===== src/rtl/csr_access_unit_pkg.sv =====
// rtl/csr_access_unit_pkg.sv - Zicsr encodings, FSM states and CSR addresses for csr_access_unit
package csr_access_unit_pkg;

    localparam logic [2:0] F3_CSRRW  = 3'b001;
    localparam logic [2:0] F3_CSRRS  = 3'b010;
    localparam logic [2:0] F3_CSRRC  = 3'b011;
    localparam logic [2:0] F3_CSRRWI = 3'b101;
    localparam logic [2:0] F3_CSRRSI = 3'b110;
    localparam logic [2:0] F3_CSRRCI = 3'b111;

    // funct3[1:0] selects the operation independently of the immediate bit
    localparam logic [1:0] OP_RW = 2'b01;
    localparam logic [1:0] OP_RS = 2'b10;
    localparam logic [1:0] OP_RC = 2'b11;

    localparam logic [11:0] MSR_MSTATUS  = 12'h300;
    localparam logic [11:0] MSR_MSCRATCH = 12'h340;
    localparam logic [11:0] MSR_MTAGS    = 12'h7C0;

    typedef enum logic [2:0] {
        ST_IDLE,
        ST_RD_REQ,
        ST_RD_WAIT,
        ST_WR_REQ,
        ST_WR_WAIT,
        ST_DONE
    } state_t;

    function automatic logic f3_legal(input logic [2:0] f3);
        return f3[1:0] != 2'b00;
    endfunction

endpackage


===== src/rtl/csr_access_unit_alu.sv =====
// rtl/csr_access_unit_alu.sv - combinational RW/RS/RC new-value compute
module csr_access_unit_alu
    import csr_access_unit_pkg::*;
#(
    parameter int W = 32
) (
    input  logic [1:0]   i_kind,
    input  logic [W-1:0] i_old,
    input  logic [W-1:0] i_op,
    output logic [W-1:0] o_new
);

    always_comb begin
        o_new = i_old;
        case (i_kind)
            OP_RW:   o_new = i_op;
            OP_RS:   o_new = i_old | i_op;
            OP_RC:   o_new = i_old & ~i_op;
            default: o_new = i_old;
        endcase
    end

endmodule


===== src/rtl/csr_access_unit.sv =====
// rtl/csr_access_unit.sv - Zicsr read/modify/write sequencer toward the machine CSR file
module csr_access_unit
    import csr_access_unit_pkg::*;
#(
    parameter int CSR_DATA_WIDTH = 32,
    parameter int CSR_ADDR_WIDTH = 12,
    parameter int TIMEOUT_CYCLES = 16
) (
    input  logic                      clk_i,
    input  logic                      rst_n_i,
    input  logic                      req_valid_i,
    output logic                      req_ready_o,
    input  logic [2:0]                funct3_i,
    input  logic [CSR_ADDR_WIDTH-1:0] addr_i,
    input  logic [CSR_DATA_WIDTH-1:0] rs1_data_i,
    input  logic [4:0]                uimm_i,
    input  logic                      rs1_zero_i,
    output logic                      done_o,
    output logic [CSR_DATA_WIDTH-1:0] rd_data_o,
    output logic                      illegal_o,
    output logic                      csr_en_o,
    output logic                      csr_we_o,
    output logic [CSR_ADDR_WIDTH-1:0] csr_addr_o,
    output logic [CSR_DATA_WIDTH-1:0] csr_data_o,
    input  logic [CSR_DATA_WIDTH-1:0] csr_data_i,
    input  logic                      csr_busy_i,
    input  logic                      csr_exists_i,
    input  logic                      csr_ro_i
);

    localparam int CW = $clog2(TIMEOUT_CYCLES + 1);

    state_t                    r_state;
    state_t                    w_next;
    logic [1:0]                r_kind;
    logic [CSR_ADDR_WIDTH-1:0] r_addr;
    logic [CSR_DATA_WIDTH-1:0] r_op;
    logic [CSR_DATA_WIDTH-1:0] r_old;
    logic                      r_rs1_zero;
    logic                      r_illegal;
    logic                      r_seen_busy;
    logic [CW-1:0]             r_cnt;

    logic                      w_accept;
    logic                      w_complete;
    logic                      w_timeout;
    logic                      w_need_write;
    logic [CSR_DATA_WIDTH-1:0] w_new;

    assign w_accept     = req_valid_i && (r_state == ST_IDLE);
    assign w_complete   = r_seen_busy && !csr_busy_i;
    assign w_timeout    = (r_cnt == CW'(TIMEOUT_CYCLES - 1)) && !w_complete;
    assign w_need_write = (r_kind == OP_RW) || !r_rs1_zero;

    csr_access_unit_alu #(.W(CSR_DATA_WIDTH)) u_alu (
        .i_kind (r_kind),
        .i_old  (r_old),
        .i_op   (r_op),
        .o_new  (w_new)
    );

    always_ff @(posedge clk_i or negedge rst_n_i) begin
        if (!rst_n_i) r_state <= ST_IDLE;
        else          r_state <= w_next;
    end

    always_comb begin
        w_next = r_state;
        case (r_state)
            ST_IDLE:    if (w_accept) w_next = f3_legal(funct3_i) ? ST_RD_REQ : ST_DONE;
            ST_RD_REQ:  w_next = ST_RD_WAIT;
            ST_RD_WAIT: begin
                if (w_complete)
                    w_next = (csr_exists_i && w_need_write && !csr_ro_i) ? ST_WR_REQ : ST_DONE;
                else if (w_timeout)
                    w_next = ST_DONE;
            end
            ST_WR_REQ:  w_next = ST_WR_WAIT;
            ST_WR_WAIT: if (w_complete || w_timeout) w_next = ST_DONE;
            ST_DONE:    w_next = ST_IDLE;
            default:    w_next = ST_IDLE;
        endcase
    end

    always_ff @(posedge clk_i or negedge rst_n_i) begin
        if (!rst_n_i) begin
            r_kind      <= '0;
            r_addr      <= '0;
            r_op        <= '0;
            r_old       <= '0;
            r_rs1_zero  <= 1'b0;
            r_illegal   <= 1'b0;
            r_seen_busy <= 1'b0;
            r_cnt       <= '0;
        end else begin
            case (r_state)
                ST_IDLE: if (w_accept) begin
                    r_kind      <= funct3_i[1:0];
                    r_addr      <= addr_i;
                    r_op        <= funct3_i[2] ? {{(CSR_DATA_WIDTH-5){1'b0}}, uimm_i} : rs1_data_i;
                    r_rs1_zero  <= rs1_zero_i;
                    r_illegal   <= !f3_legal(funct3_i);
                    r_old       <= '0;
                end
                ST_RD_REQ, ST_WR_REQ: begin
                    r_seen_busy <= 1'b0;
                    r_cnt       <= '0;
                end
                ST_RD_WAIT, ST_WR_WAIT: begin
                    if (csr_busy_i) r_seen_busy <= 1'b1;
                    r_cnt <= r_cnt + 1'b1;
                    if (r_state == ST_RD_WAIT && w_complete) begin
                        r_old <= csr_data_i;
                        if (!csr_exists_i || (w_need_write && csr_ro_i)) r_illegal <= 1'b1;
                    end
                    if (w_timeout) r_illegal <= 1'b1;
                end
                default: ;
            endcase
        end
    end

    // Old value is suppressed on a trap so rd never sees a partial result
    assign req_ready_o = (r_state == ST_IDLE);
    assign csr_en_o    = (r_state == ST_RD_REQ) || (r_state == ST_WR_REQ);
    assign csr_we_o    = (r_state == ST_WR_REQ);
    assign csr_addr_o  = csr_en_o ? r_addr : '0;
    assign csr_data_o  = csr_we_o ? w_new : '0;
    assign done_o      = (r_state == ST_DONE);
    assign illegal_o   = done_o && r_illegal;
    assign rd_data_o   = (done_o && !r_illegal) ? r_old : '0;

endmodule

===== config.mk =====
export PLATFORM = sky130hd
export DESIGN_NAME = csr_access_unit
export DESIGN_NICKNAME = d
export VERILOG_FILES = /design/src/rtl/csr_access_unit_pkg.sv /design/src/rtl/csr_access_unit_alu.sv /design/src/rtl/csr_access_unit.sv
export SDC_FILE = /design/constraint.sdc
export NUM_CORES = 1
export LEC_CHECK = 0
export BUFFER_PORTS_ARGS = -buffer_cell sky130_fd_sc_hd__buf_2
export CAP_MARGIN = 30
export CORE_MARGIN = 5
export CORE_UTILIZATION = 30
export DETAILED_ROUTE_END_ITERATION = 8
export HOLD_SLACK_MARGIN = 0.15
export MAX_ROUTING_LAYER = met4
export PLACE_DENSITY_LB_ADDON = 0.15
export SETUP_SLACK_MARGIN = 0.1
export SLEW_MARGIN = 20
export SYNTH_ARGS = -nofsm -noshare
export SYNTH_HDL_FRONTEND = slang
export SYNTH_SLANG_ARGS = --single-unit

===== constraint.sdc =====
create_clock -name clk_i -period 2.35 [get_ports clk_i]
set_clock_uncertainty 0.1 [all_clocks]
set_input_delay 0.3525 -clock clk_i [delete_from_list [all_inputs] [get_ports clk_i]]
set_output_delay 0.3525 -clock clk_i [all_outputs]
set_load 0.02 [all_outputs]

# --- Word-level counts from Yosys, hierarchy flattened ---
# Cells that the tools add are included.
classes:
  muxes: 23
  bitwise_logic: 3
  n_eq_ne: 16
  reduce_logical: 31
  n_addsub: 1
ops:
  columns: ["op", "count"]
  rows:
  - ["2-to-1 mux 32 bit", 5]
  - ["one-hot mux 32 bit (3 select lines)", 1]
  - ["one-hot mux 32 bit (2 select lines)", 1]
  - ["bitwise AND 32 bit", 1]
  - ["inverter 32 bit", 1]
  - ["OR 32 bit", 1]
  - ["2-to-1 mux 3 bit", 6]
  - ["one-hot mux 3 bit (5 select lines)", 1]
  - ["2-to-1 mux 12 bit", 1]
  - ["one-hot mux 5 bit (2 select lines)", 1]
  - ["logical AND 1 bit", 9]
  - ["inequality test 3 bit, second input constant", 3]
  - ["logical NOT 1 bit", 7]
  - ["== test 3 x 2 -> 1 bit, second input constant", 2]
  - ["== test 3 bit, second input constant", 2]
  - ["inequality test 2 bit, second input constant", 3]
  - ["AND reduction 3 bit", 2]
  - ["nonzero test 2 bit", 3]
  - ["adder 5 x 1 -> 5 bit, second input constant", 1]
  - ["== test 5 x 4 -> 1 bit, second input constant", 1]
  - ["2-to-1 mux 1 bit", 5]
  - ["== test 2 bit, second input constant", 2]
  - ["logical OR 1 bit", 4]
  - ["one-hot mux 1 bit (2 select lines)", 2]
  - ["other kinds (7)", 9]
totals:
  in_bits: 91
  regBits: 89
  elab_cells: 83

# --- Depth between registers and ports, before layout ---
depth:
  ltp_word: 8
  ltp_mapped: 7
  depth_no_buf: 6

# --- Hierarchy ---
# From an unflattened synthesis, not the netlist that was laid out.
hier_totals:
  hier_cells: 612
  hier_area_um2: 5261.3
by_module_without_submodules:
  columns: ["module", "cells_each", "seq_area_each_um2", "area_each_um2", "n_inst"]
  rows:
  - ["csr_access_unit", 470, 2227.1, 4332.9, 1]
  - ["csr_access_unit_alu", 142, 0.0, 928.4, 1]

# --- Worst setup path after synthesis ---
# No wires, ideal clock.
synth_path:
  path_kind: "register to output"
  from: "register r_illegal"
  to: "output rd_data_o[10]"
  path_slack_ns: 0.456
  n_path_buf: 2
  stages_incl_launch_ff: 4
  required_ns: 1.898
  t_arrival_ns: 1.442
  path_cell_list: "dfrtp_1 -> clkbuf_1 -> clkbuf_1 -> nor4_1"
synth_via:
  elab_chain_len: 3
synth_rtl:
  columns: ["item", "line_no", "rtl"]
  rows:
  - ["start: declaration", "csr_access_unit.sv:40", "logic r_illegal;"]
  - ["start signal: assignment", "csr_access_unit.sv:102", "r_illegal <= !f3_legal(funct3_i);"]
  - ["logical NOT 1 bit", "csr_access_unit.sv:131", "assign rd_data_o = (done_o && !r_illegal) ? r_old : '0;"]
  - ["logical AND 1 bit", "csr_access_unit.sv:131", null]
  - ["2-to-1 mux 32 bit", "csr_access_unit.sv:131", null]
  - ["end: declaration", "csr_access_unit.sv:19", "output logic [CSR_DATA_WIDTH-1:0] rd_data_o,"]
# Every way passes these cells.

# --- Final worst setup path ---
layout_path:
  from: "register r_state[1]"
  to: "output rd_data_o[21]"
layout_via:
  elab_chain_len: 3
layout_rtl:
  columns: ["item", "line_no", "rtl"]
  rows:
  - ["start: declaration", "csr_access_unit.sv:33", "state_t r_state;"]
  - ["start signal: assignment", "csr_access_unit.sv:64", "else r_state <= w_next;"]
  - ["== test 3 bit", "csr_access_unit.sv:129", "assign done_o = (r_state == ST_DONE);"]
  - ["logical AND 1 bit", "csr_access_unit.sv:131", null]
  - ["2-to-1 mux 32 bit", "csr_access_unit.sv:131", null]
# Every way passes these cells.

==> results.sh <==
export IMPL_hp_class="input port to flop"
export IMPL_std_cell_rows=48
export IMPL_hpwl_um=11600
export IMPL_yosys_warnings=0
export IMPL_core_mm2=0.0171
export IMPL_drt_first_pass_iters=4
export IMPL_cts_reportedPaths_clkPinSlew_ns=0.06
export IMPL_yosys_top_cells_area="dfrtp_1 43%, mux2i_1 7.6%, nand2_1 7.5%"
export IMPL_syn_nets=707
export IMPL_place_gp_congestion=0.796
export IMPL_cts_buffers=9
export IMPL_portBuffers=171
export IMPL_worst_pin_slew_ns=0.637
export IMPL_seq_area_frac_synth_pct=43.1
export IMPL_r2r_cells=5
export IMPL_die_area_mm2=0.0199
export IMPL_finalSetupViolCount=0
export IMPL_grt_overflow=0
export IMPL_grt_pass1_vias=5116
export IMPL_cts_htree_levels=3
export IMPL_p_leak_nw=3.26
export IMPL_routed_wl_um=16400
export IMPL_synthDistinctLibCells=41
export IMPL_drc_errors=0
export IMPL_grt_max_degree=90
export IMPL_syn_inst=614
export IMPL_final_hold_viol_count=0
export IMPL_synth_top_cell_area_share_pct=43.1
export IMPL_period_minus_slack_ns=2.19
export IMPL_dieWidth_um=141
export IMPL_grt_pass1_wl_um=26700
export IMPL_crit_fanout=16
export IMPL_ys_seq_elements=89
export IMPL_antenna_found_initial=0
export IMPL_fmax_ghz=0.457
export IMPL_avgSynthCellArea_um2=8.41
export IMPL_crit_end="rd_data_o[21]"
export IMPL_cts_sink_count=89
export IMPL_viasPerCell=4.78
export IMPL_clk_latency_ns=0.34
export IMPL_start_util_pct=30.2
export IMPL_finalSetupTns_ns=0
export IMPL_wl_per_cell_um=16.0
export IMPL_r2r_end="r_addr[10]$_DFFE_PN0P_"
export IMPL_setup_worst_path_start="r_state[1]$_DFFE_PN0P_"
export IMPL_nets=894
export IMPL_maxCapViolCount=0
export IMPL_startpoint_type="flop"
export IMPL_path_class="flop to output pin"
export IMPL_cts_root_buf="clkbuf_16"
export IMPL_io_pin_count=172
export IMPL_synthArstFlopShare_pct=100
export IMPL_drive_above_1_share_pct=30.1
export IMPL_post_route_period_util_pct=93.1
export IMPL_drv_slew=0
export IMPL_slew_headroom_pct=57.5
export IMPL_syn_area_mm2=0.00517
export IMPL_crit_path_end_kind="output pin"
export IMPL_initialDrtViolationCount=250
export IMPL_finalHoldWorstSlack_ns=0.160
export IMPL_yosys_most_used_dff="dfrtp_1"
export IMPL_powerDensity_mw_per_mm2=1110
export IMPL_ff2ff_setup_slack_ns=0.47
export IMPL_critPathRequiredTime_ns=1.90
export IMPL_tritoncts="yes"
export IMPL_irDropWorstVdd_mv=0.432
export IMPL_synthToLayoutAreaGrowth_pct=34.7
export IMPL_r2r_start="r_state[2]$_DFFE_PN0P_"
export IMPL_outcome="finished clean"
export IMPL_cts_path_max_buffers=2
export IMPL_grt_usage_pct=17.3
export IMPL_worstPathArrival_ns=1.74
export IMPL_diodes=0
export IMPL_die_h_um=141
export IMPL_ant_nets=0
export IMPL_rsz0062_at_grt="yes"
export IMPL_yosysMostFrequentCell="nand2_1"
export IMPL_synth_edf_count=0
export IMPL_netlist_top_cells_count="103 x nand2_1, 89 x dfrtp_1, 69 x nor2_1, 57 x o21ai_0, 39 x mux2i_1"
export IMPL_synth_area_leader_cell="dfrtp_1"
export IMPL_vias=4921
[flip-flops by register name (all words and copies together) (netlist names)]
name and flops:
r_state 3, r_kind 2, r_op 32, r_addr 12, r_old 32, r_cnt 5, r_illegal 1, r_rs1_zero 1
r_seen_busy 1
[layout make-up]
cell class / instances / area [um^2]
inverters: 37 / 139
well taps: 225 / 282
clock buffers: 13 / 250
multi-input cells: 434 / 2630
flip-flops and latches: 89 / 2230
fillers: 1776 / 10200
clock inverters: 1 / 5.00
repair buffers: 230 / 1420
[worst max-delay path, stage by stage, from the launching register on]
cell	delay [ns]
dfrtp_2	0.54
buf_4	0.27
nor4_1	0.36
buf_2	0.23
[cells by family (layout without fill, tap and decap cells)]
kind of cell | count (synthesis) | count (layout) | share of synthesized area (%)
xor+xnor | 1 | 1 | 0.315
flops | 89 | 89 | 43.1
fa+ha+maj | 2 | 2 | 0.484
simple gates | 263 | 263 | 23.9
mux | 54 | 54 | 10.8
compound gates | 114 | 114 | 14.0
buf+inv | 91 | 281 | 7.39
[per-layer routing]
metal | global-route usage [%] | part of all wire, %
met1 | 21.5 | 44
met5 | - | 0
met3 | 3.66 | 6.1
met2 | 28.2 | 48
met4 | 5.66 | 1.6
[cells in the final DEF (no fill, tap or decap), drive strengths merged, types with 15 or more instances in the layout]
master | Yosys | final
dlygate4sd3 | 0 | 34
buf | 25 | 196
nor4 | 32 | 32
nand2b | 29 | 29
mux2 | 15 | 15
nand2 | 104 | 104
a221oi | 32 | 32
inv | 37 | 37
mux2i | 39 | 39
nor2 | 70 | 70
dfrtp | 89 | 89
o21ai | 68 | 68
[per-stage QoR]
stage	instance area [um^2]	worst slack (ns)	power [W]	cells	utilization [%]
2_1_floorplan	5170	0.456	0.00521	614	-
3_3_place_gp	6270	0.423	0.00624	980	36.7
3_5_place_dp	6270	0.427	0.00634	980	36.7
4_1_cts	6890	0.115	0.00775	1029	40.2
5_1_grt	6960	0.0755	0.00839	1029	40.7
6_report	6960	0.162	0.00773	1029	40.7
[timing repair]
item | in CTS | in global routing
pin swaps | 0 | 0
setup endpoints to repair | 5 | 40
resized for setup | 2 | 17
setup buffers | 1 | 0
hold buffers | 34 | 0
hold endpoints to repair | 122 | 0
[worst min path at each step]
stage	from	to	slack [ns]	cells after the start
floorplan	rst_n_i	r_addr[0]$_DFFE_PN0P_	-0.04	0
global placement	rst_n_i	r_op[28]$_DFFE_PN0P_	0.35	2
detailed placement	rst_n_i	r_op[28]$_DFFE_PN0P_	0.35	2
CTS	csr_data_i[12]	r_old[12]$_DFFE_PN0P_	0.15	3
global route	csr_data_i[15]	r_old[15]$_DFFE_PN0P_	0.16	3
finish	csr_data_i[18]	r_old[18]$_DFFE_PN0P_	0.16	3
[power by group]
part | internal, W | switching, W | total [W]
clock network | 0.000734 | 0.000581 | 0.00132
registers | 0.00213 | 0.000461 | 0.00259
logic | 0.00148 | 0.00235 | 0.00382
total | 0.00434 | 0.00339 | 0.00773
Power figures use the tool's default switching activity.
